[config.mk]
export PLATFORM = sky130hd
export DESIGN_NAME = apb_mem_arbiter
export DESIGN_NICKNAME = d
export VERILOG_FILES = /design/src/rtl/apb_arb_pkg.sv /design/src/rtl/apb_mem_arbiter_rr_arb2.sv /design/src/rtl/apb_mem_arbiter.sv
export SDC_FILE = /design/constraint.sdc
export NUM_CORES = 1
export LEC_CHECK = 0
export BUFFER_PORTS_ARGS = -buffer_cell sky130_fd_sc_hd__buf_2
export CORE_MARGIN = 4
export CORE_UTILIZATION = 49
export DETAILED_ROUTE_END_ITERATION = 8
export PLACE_DENSITY = 0.84
export SYNTH_ARGS = -nofsm -noshare
export SYNTH_HDL_FRONTEND = slang
export SYNTH_HIERARCHICAL = 1
export SYNTH_SLANG_ARGS = --single-unit
export TNS_END_PERCENT = 30
[constraint.sdc]
create_clock -name clk -period 4.4 [get_ports clk]
set_clock_uncertainty 0.15 [all_clocks]
set_input_delay 0.66 -clock clk [delete_from_list [all_inputs] [get_ports clk]]
set_output_delay 0.66 -clock clk [all_outputs]
set_load 0.005 [all_outputs]
[src/rtl/apb_arb_pkg.sv]
// ---------------------------------------------------------------------------
// apb_arb_pkg
// Shared types and defaults for the two-requester APB master arbiter.
//   - ADDR_W_DEF / DATA_W_DEF : default APB address / data widths
//   - arb_state_t             : APB master phase (IDLE, SETUP, ACCESS)
//   - onehot_of()             : requester index -> one-hot pulse vector
// ---------------------------------------------------------------------------
package apb_arb_pkg;

    localparam int ADDR_W_DEF = 4;
    localparam int DATA_W_DEF = 8;

    typedef enum logic [1:0] {
        ST_IDLE   = 2'b00,
        ST_SETUP  = 2'b01,
        ST_ACCESS = 2'b10
    } arb_state_t;

    // Requester index (0/1) to its one-hot gnt/done position.
    function automatic logic [1:0] onehot_of(input logic idx);
        return idx ? 2'b10 : 2'b01;
    endfunction

endpackage

[src/rtl/apb_mem_arbiter_rr_arb2.sv]
// ---------------------------------------------------------------------------
// rr_arb2
// Two-way round-robin picker, purely combinational.
//   req[1:0]   : pending requests
//   last       : index of the requester served most recently
//   grant[1:0] : one-hot winner (all zero when nothing is requested)
// A lone request always wins; on a tie the requester not served last wins.
// ---------------------------------------------------------------------------
module rr_arb2 (
    input  logic [1:0] req,
    input  logic       last,
    output logic [1:0] grant
);

    // Winner selection
    always_comb begin
        grant = 2'b00;
        case (req)
            2'b01:   grant = 2'b01;
            2'b10:   grant = 2'b10;
            2'b11:   grant = last ? 2'b01 : 2'b10;
            default: grant = 2'b00;
        endcase
    end

endmodule

[src/rtl/apb_mem_arbiter.sv]
// ---------------------------------------------------------------------------
// apb_mem_arbiter
// Shares one APB master port between two requesters with round-robin
// arbitration. All outputs are registered.
//   clk, rstn              : clock (rising edge), async active-low reset
//   req/wr/addr/wdata 0,1  : requester commands (req is level sensitive)
//   gnt0/gnt1              : one-cycle pulse in SETUP, command accepted
//   done0/done1            : one-cycle pulse after the transfer completes
//   rdata, err             : read data / timeout flag, valid with done
//   PSEL..PWDATA, PRDATA, PREADY : APB master interface
// Optional build macro APB_ARB_TIMEOUT_EN: aborts an ACCESS phase after
// TIMEOUT_CYC wait states and reports it via err. Without the macro there
// is no counter and err is constant 0.
// ---------------------------------------------------------------------------
module apb_mem_arbiter
    import apb_arb_pkg::*;
#(
    parameter int ADDR_W      = ADDR_W_DEF,
    parameter int DATA_W      = DATA_W_DEF,
    parameter int TIMEOUT_CYC = 16
) (
    input  logic              clk,
    input  logic              rstn,
    input  logic              req0,
    input  logic              req1,
    input  logic              wr0,
    input  logic              wr1,
    input  logic [ADDR_W-1:0] addr0,
    input  logic [ADDR_W-1:0] addr1,
    input  logic [DATA_W-1:0] wdata0,
    input  logic [DATA_W-1:0] wdata1,
    output logic              gnt0,
    output logic              gnt1,
    output logic              done0,
    output logic              done1,
    output logic [DATA_W-1:0] rdata,
    output logic              err,
    output logic              PSEL,
    output logic              PENABLE,
    output logic              PWRITE,
    output logic [ADDR_W-1:0] PADDR,
    output logic [DATA_W-1:0] PWDATA,
    input  logic [DATA_W-1:0] PRDATA,
    input  logic              PREADY
);

    arb_state_t        state_r, state_nxt_s;
    logic              psel_r, psel_nxt_s;
    logic              penable_r, penable_nxt_s;
    logic              pwrite_r, pwrite_nxt_s;
    logic [ADDR_W-1:0] paddr_r, paddr_nxt_s;
    logic [DATA_W-1:0] pwdata_r, pwdata_nxt_s;
    logic [DATA_W-1:0] rdata_r, rdata_nxt_s;
    logic [1:0]        gnt_r, gnt_nxt_s;
    logic [1:0]        done_r, done_nxt_s;
    logic              owner_r, owner_nxt_s;
    logic              last_r, last_nxt_s;
    logic [1:0]        grant_s;
    logic              last_eff_s;
    logic              tmo_s;
    logic              xfer_end_s;
    logic              arb_en_s;

    assign xfer_end_s = (state_r == ST_ACCESS) && (PREADY || tmo_s);
    assign arb_en_s   = (state_r == ST_IDLE) || xfer_end_s;
    // last_r is only refreshed at the completion edge, so when rearbitrating
    // on that same edge the current owner is the requester served last.
    assign last_eff_s = (state_r == ST_ACCESS) ? owner_r : last_r;

    rr_arb2 u_rr (
        .req   ({req1, req0}),
        .last  (last_eff_s),
        .grant (grant_s)
    );

`ifdef APB_ARB_TIMEOUT_EN
    localparam int TMO_W = $clog2(TIMEOUT_CYC + 1);
    logic [TMO_W-1:0] tmo_cnt_r;
    logic             err_r;

    assign tmo_s = (state_r == ST_ACCESS) && !PREADY &&
                   (tmo_cnt_r == TMO_W'(TIMEOUT_CYC - 1));

    // Wait-state counter for the current ACCESS phase and registered err
    always_ff @(posedge clk or negedge rstn) begin
        if (!rstn) begin
            tmo_cnt_r <= {TMO_W{1'b0}};
            err_r     <= 1'b0;
        end else begin
            err_r <= tmo_s;
            if ((state_r == ST_ACCESS) && !PREADY && !tmo_s) begin
                tmo_cnt_r <= tmo_cnt_r + TMO_W'(1);
            end else begin
                tmo_cnt_r <= {TMO_W{1'b0}};
            end
        end
    end

    assign err = err_r;
`else
    assign tmo_s = 1'b0;
    assign err   = 1'b0;
`endif

    // Next-state and next-output decode
    always_comb begin
        state_nxt_s   = state_r;
        psel_nxt_s    = psel_r;
        penable_nxt_s = penable_r;
        pwrite_nxt_s  = pwrite_r;
        paddr_nxt_s   = paddr_r;
        pwdata_nxt_s  = pwdata_r;
        rdata_nxt_s   = rdata_r;
        gnt_nxt_s     = 2'b00;
        done_nxt_s    = 2'b00;
        owner_nxt_s   = owner_r;
        last_nxt_s    = last_r;

        // Completion: report to the owner; only a successful read updates rdata
        if (xfer_end_s) begin
            done_nxt_s = onehot_of(owner_r);
            last_nxt_s = owner_r;
            if (PREADY && !pwrite_r) begin
                rdata_nxt_s = PRDATA;
            end else begin
                rdata_nxt_s = rdata_r;
            end
        end else begin
            done_nxt_s = 2'b00;
        end

        case (state_r)
            ST_IDLE, ST_ACCESS: begin
                if (arb_en_s) begin
                    if (grant_s != 2'b00) begin
                        state_nxt_s   = ST_SETUP;
                        psel_nxt_s    = 1'b1;
                        penable_nxt_s = 1'b0;
                        gnt_nxt_s     = grant_s;
                        owner_nxt_s   = grant_s[1];
                        pwrite_nxt_s  = grant_s[1] ? wr1    : wr0;
                        paddr_nxt_s   = grant_s[1] ? addr1  : addr0;
                        pwdata_nxt_s  = grant_s[1] ? wdata1 : wdata0;
                    end else begin
                        state_nxt_s   = ST_IDLE;
                        psel_nxt_s    = 1'b0;
                        penable_nxt_s = 1'b0;
                    end
                end else begin
                    state_nxt_s = state_r;
                end
            end
            ST_SETUP: begin
                state_nxt_s   = ST_ACCESS;
                psel_nxt_s    = 1'b1;
                penable_nxt_s = 1'b1;
            end
            default: begin
                state_nxt_s   = ST_IDLE;
                psel_nxt_s    = 1'b0;
                penable_nxt_s = 1'b0;
            end
        endcase
    end

    // State and output registers
    always_ff @(posedge clk or negedge rstn) begin
        if (!rstn) begin
            state_r   <= ST_IDLE;
            psel_r    <= 1'b0;
            penable_r <= 1'b0;
            pwrite_r  <= 1'b0;
            paddr_r   <= {ADDR_W{1'b0}};
            pwdata_r  <= {DATA_W{1'b0}};
            rdata_r   <= {DATA_W{1'b0}};
            gnt_r     <= 2'b00;
            done_r    <= 2'b00;
            owner_r   <= 1'b0;
            last_r    <= 1'b1;
        end else begin
            state_r   <= state_nxt_s;
            psel_r    <= psel_nxt_s;
            penable_r <= penable_nxt_s;
            pwrite_r  <= pwrite_nxt_s;
            paddr_r   <= paddr_nxt_s;
            pwdata_r  <= pwdata_nxt_s;
            rdata_r   <= rdata_nxt_s;
            gnt_r     <= gnt_nxt_s;
            done_r    <= done_nxt_s;
            owner_r   <= owner_nxt_s;
            last_r    <= last_nxt_s;
        end
    end

    assign PSEL    = psel_r;
    assign PENABLE = penable_r;
    assign PWRITE  = pwrite_r;
    assign PADDR   = paddr_r;
    assign PWDATA  = pwdata_r;
    assign rdata   = rdata_r;
    assign gnt0    = gnt_r[0];
    assign gnt1    = gnt_r[1];
    assign done0   = done_r[0];
    assign done1   = done_r[1];

endmodule

==> reports/qor.csv <==
stage,metric,value,unit
logic_synthesis,Post-Syn Area,0.00139,mm²
cells_and_area,antenna fix cells,0,
logic_synthesis,Synth area leader,dfrtp_1,
timing,Final WS setup,1.60,ns
route,Vias per Instance,5.18,
critical_path,crit path max fanout,16,
placed_design,GP Congestion,0.769,
timing,Fmax,358,MHz
timing,Setup TNS,0,ns
cells_and_area,FILL cells,205,
route,Pre-antenna DRT Iters,2,
run_status,status,completed,
cells_and_area,Final Core Density,0.643,
placed_design,Post-DP Area,0.00171,mm²
cells_and_area,most frequent cells in the layout,"buf_2 (65), dfrtp_1 (29), mux2_2 (26)",
clocking,maximum level of the CTS H-tree,2,
placed_design,dpl hpwl,2.24,mm
route,routed wire length,2.94,mm
clocking,CTS tree,built,
cells_and_area,"leading cell type in the layout, fill and taps excluded",buf_2,
clocking,clk sinks,30,
critical_path,Crit Path Category,reg -> reg,
clocking,CTS max path bufs,2,
power_and_ir_drop,P per Cell Area,639,mW/mm²
die,Die Span Y,61.2,µm
power_and_ir_drop,Sw Share,0.321,
power_and_ir_drop,Comb power frac,0.427,
logic_synthesis,Mapped Cells,92,
critical_path,CP Data Arrival Time,2.85,ns
logic_synthesis,Post-Syn Nets,131,
clocking,CTS Buf Count,5,
die,die area,0.00374,mm²
die,std cell rows,19,
logic_synthesis,top cell type's share of synthesized area,0.523,
grt,largest net degree at the start of global routing,31,
critical_path,worst path required time,4.45,ns
timing,unrepaired setup endpoints after global routing,no,
min_path,Hold Crit Class,in -> async,
grt,via count of the first global-routing pass,985,
cells_and_area,fraction of layout instances using a drive strength above 1,0.698,
die,die width,61.2,µm
logic_synthesis,synthesized area per cell,15.1,µm²
grt,initial antenna violation count,0,
cells_and_area,final instance area,0.00176,mm²
power_and_ir_drop,static leakage,0.916,nW
die,io pins,67,
route,Detailed Route Iter0 Violations,7,
timing,Final Critical Period,2.80,ns
timing,hold_ws,0.193,ns
power_and_ir_drop,sequential fraction of design power,0.438,
grt,GRT Total Usage,0.174,
clocking,post-CTS resize count,0,
grt,"Remaining Overflow, GRT",0,
logic_synthesis,Yosys reg bits,30,
logic_synthesis,Synth area leaders,"dfrtp_1 (52%), mux2_2 (21%), mux2_4 (8.7%)",
placed_design,IO buf count,65,
logic_synthesis,post-synthesis sequential area ratio,0.542,
logic_synthesis,Ys Warns,6,
power_and_ir_drop,Cell Int Power,0.000761,W
power_and_ir_drop,Worst VDD drop,0.407,mV
die,CORE AREA,0.00273,mm²
timing,Slew HR,0.449,
power_and_ir_drop,Clock Power Share,0.135,
route,vias post-DR,999,
clocking,Post-CTS Setup Bufs,0,
logic_synthesis,Netlist cell types,25,
clocking,Worst-path clk slew,0.10,ns
critical_path,endpoint class of the critical path,flop,
cells_and_area,area delta synth->final,26.7,%
grt,first-pass GRT wire length,4.56,mm
timing,final setup fails,0,
die,initial core utilization,0.507,
critical_path,Critical Path Start Type,flop,
timing,"Slew Viols, Final",0,
run,Max Cap Violations,0,
placed_design,Place WS,1.61,ns
route,antenna-violating nets left,0,
route,Routed WL per cell,15.3,µm
clocking,"Clk Latency, worst-skew pair",0.33,ns
timing,Fin. Hold Viols,0,
timing,final worst path period share,0.635,
route,DRC,0,
clocking,CTS Root Cell,clkbuf_4,
power_and_ir_drop,switching power,0.000361,W
clocking,hold bufs inserted after CTS,0,
cells_and_area,final net count,200,
timing,Worst Max-Slew Pin Slew,0.824,ns
[kinds of logic (layout without fill, tap and decap cells)]
group	Yosys count	count (layout)	synth area share
compound gates	7	7	0.0397
buf+inv	7	77	0.0460
flops	30	30	0.542
mux	34	34	0.298
other cells	1	1	0.00270
simple gates	13	13	0.0713
[area by class of cell]
type / count / area [µm²] / area share
Clock inverter: 2 / 10.0 / 0.00570
Inverter: 3 / 11.3 / 0.00641
Tap cell: 31 / 38.8 / 0.0221
Timing Repair Buffer: 66 / 333 / 0.189
Multi-Input combinational cell: 55 / 571 / 0.325
Sequential cell: 30 / 752 / 0.428
Clock buffer: 6 / 41.3 / 0.0235
[through the flow]
| step | cells | power, W |
|---|---|---|
| global route | 193 | 0.00120 |
| global placement | 185 | 0.000949 |
| detailed placement | 185 | 0.000980 |
| finish | 193 | 0.00112 |
| floorplan | 92 | 0.000810 |
| CTS | 193 | 0.00114 |
[worst max-delay path, stage by stage (launching register included)]
cell      delay (ns)
dfrtp_1         0.48
nand2b_1        0.22
nand2_1         0.09
o21ai_0         0.11
a21boi_1        0.20
buf_4           0.26
nor2_1          0.11
nor3_4          0.64
mux2_2          0.42
[power groups by stage]
stage	Sequential (W)	Combinational [W]	Clock [W]
after floorplan	0.000498	0.000313	0
after global placement	0.000485	0.000464	0
after detailed placement	0.000494	0.000486	0
after CTS	0.000492	0.000487	0.000157
after global routing	0.000508	0.000526	0.000168
final	0.000492	0.000479	0.000151
[per-layer routing]
metal,GRT usage,share of wire
met4,0.0929,0.025
met5,0,0
met2,0.292,0.54
met3,0.0566,0.064
met1,0.195,0.37
[path summary, 6_finish.rpt]
check,start,end,slack [ns],cells after the start
max,state_r[0],PWDATA[4],1.60,8
min,rstn,gnt_r[0],0.19,1
max reg2reg,state_r[0],PWDATA[4],1.60,8
min reg2reg,owner_r,done_r[0],0.29,1
max in group asynchronous,rstn,PWDATA[0],3.47,1
min in group clk,owner_r,done_r[0],0.29,1
[state kept, by name (all words and copies together) (netlist names)]
register and cells:
PWDATA 8, gnt_r 2, last_r 1, state_r 2, PWRITE 1, rdata 8, PSEL 1, owner_r 1
done_r 2, PADDR 4
[synth_stat cells]
library cell / n
a21boi_0: 1
a21boi_1: 1
a21o_1: 2
a221o_2: 1
and2_1: 1
buf_12: 1
buf_4: 1
buf_6: 1
clkbuf_8: 1
conb_1: 1
dfrtp_1: 29
dfstp_2: 1
inv_1: 3
mux2_2: 26
mux2_4: 8
nand2_1: 1
nand2b_1: 1
nand3b_4: 1
nor2_1: 5
nor2_2: 1
nor2b_4: 1
nor3_4: 1
nor3b_1: 1
o21ai_0: 1
o2bb2ai_1: 1
Note: power is estimated with default switching activity, not from simulation.
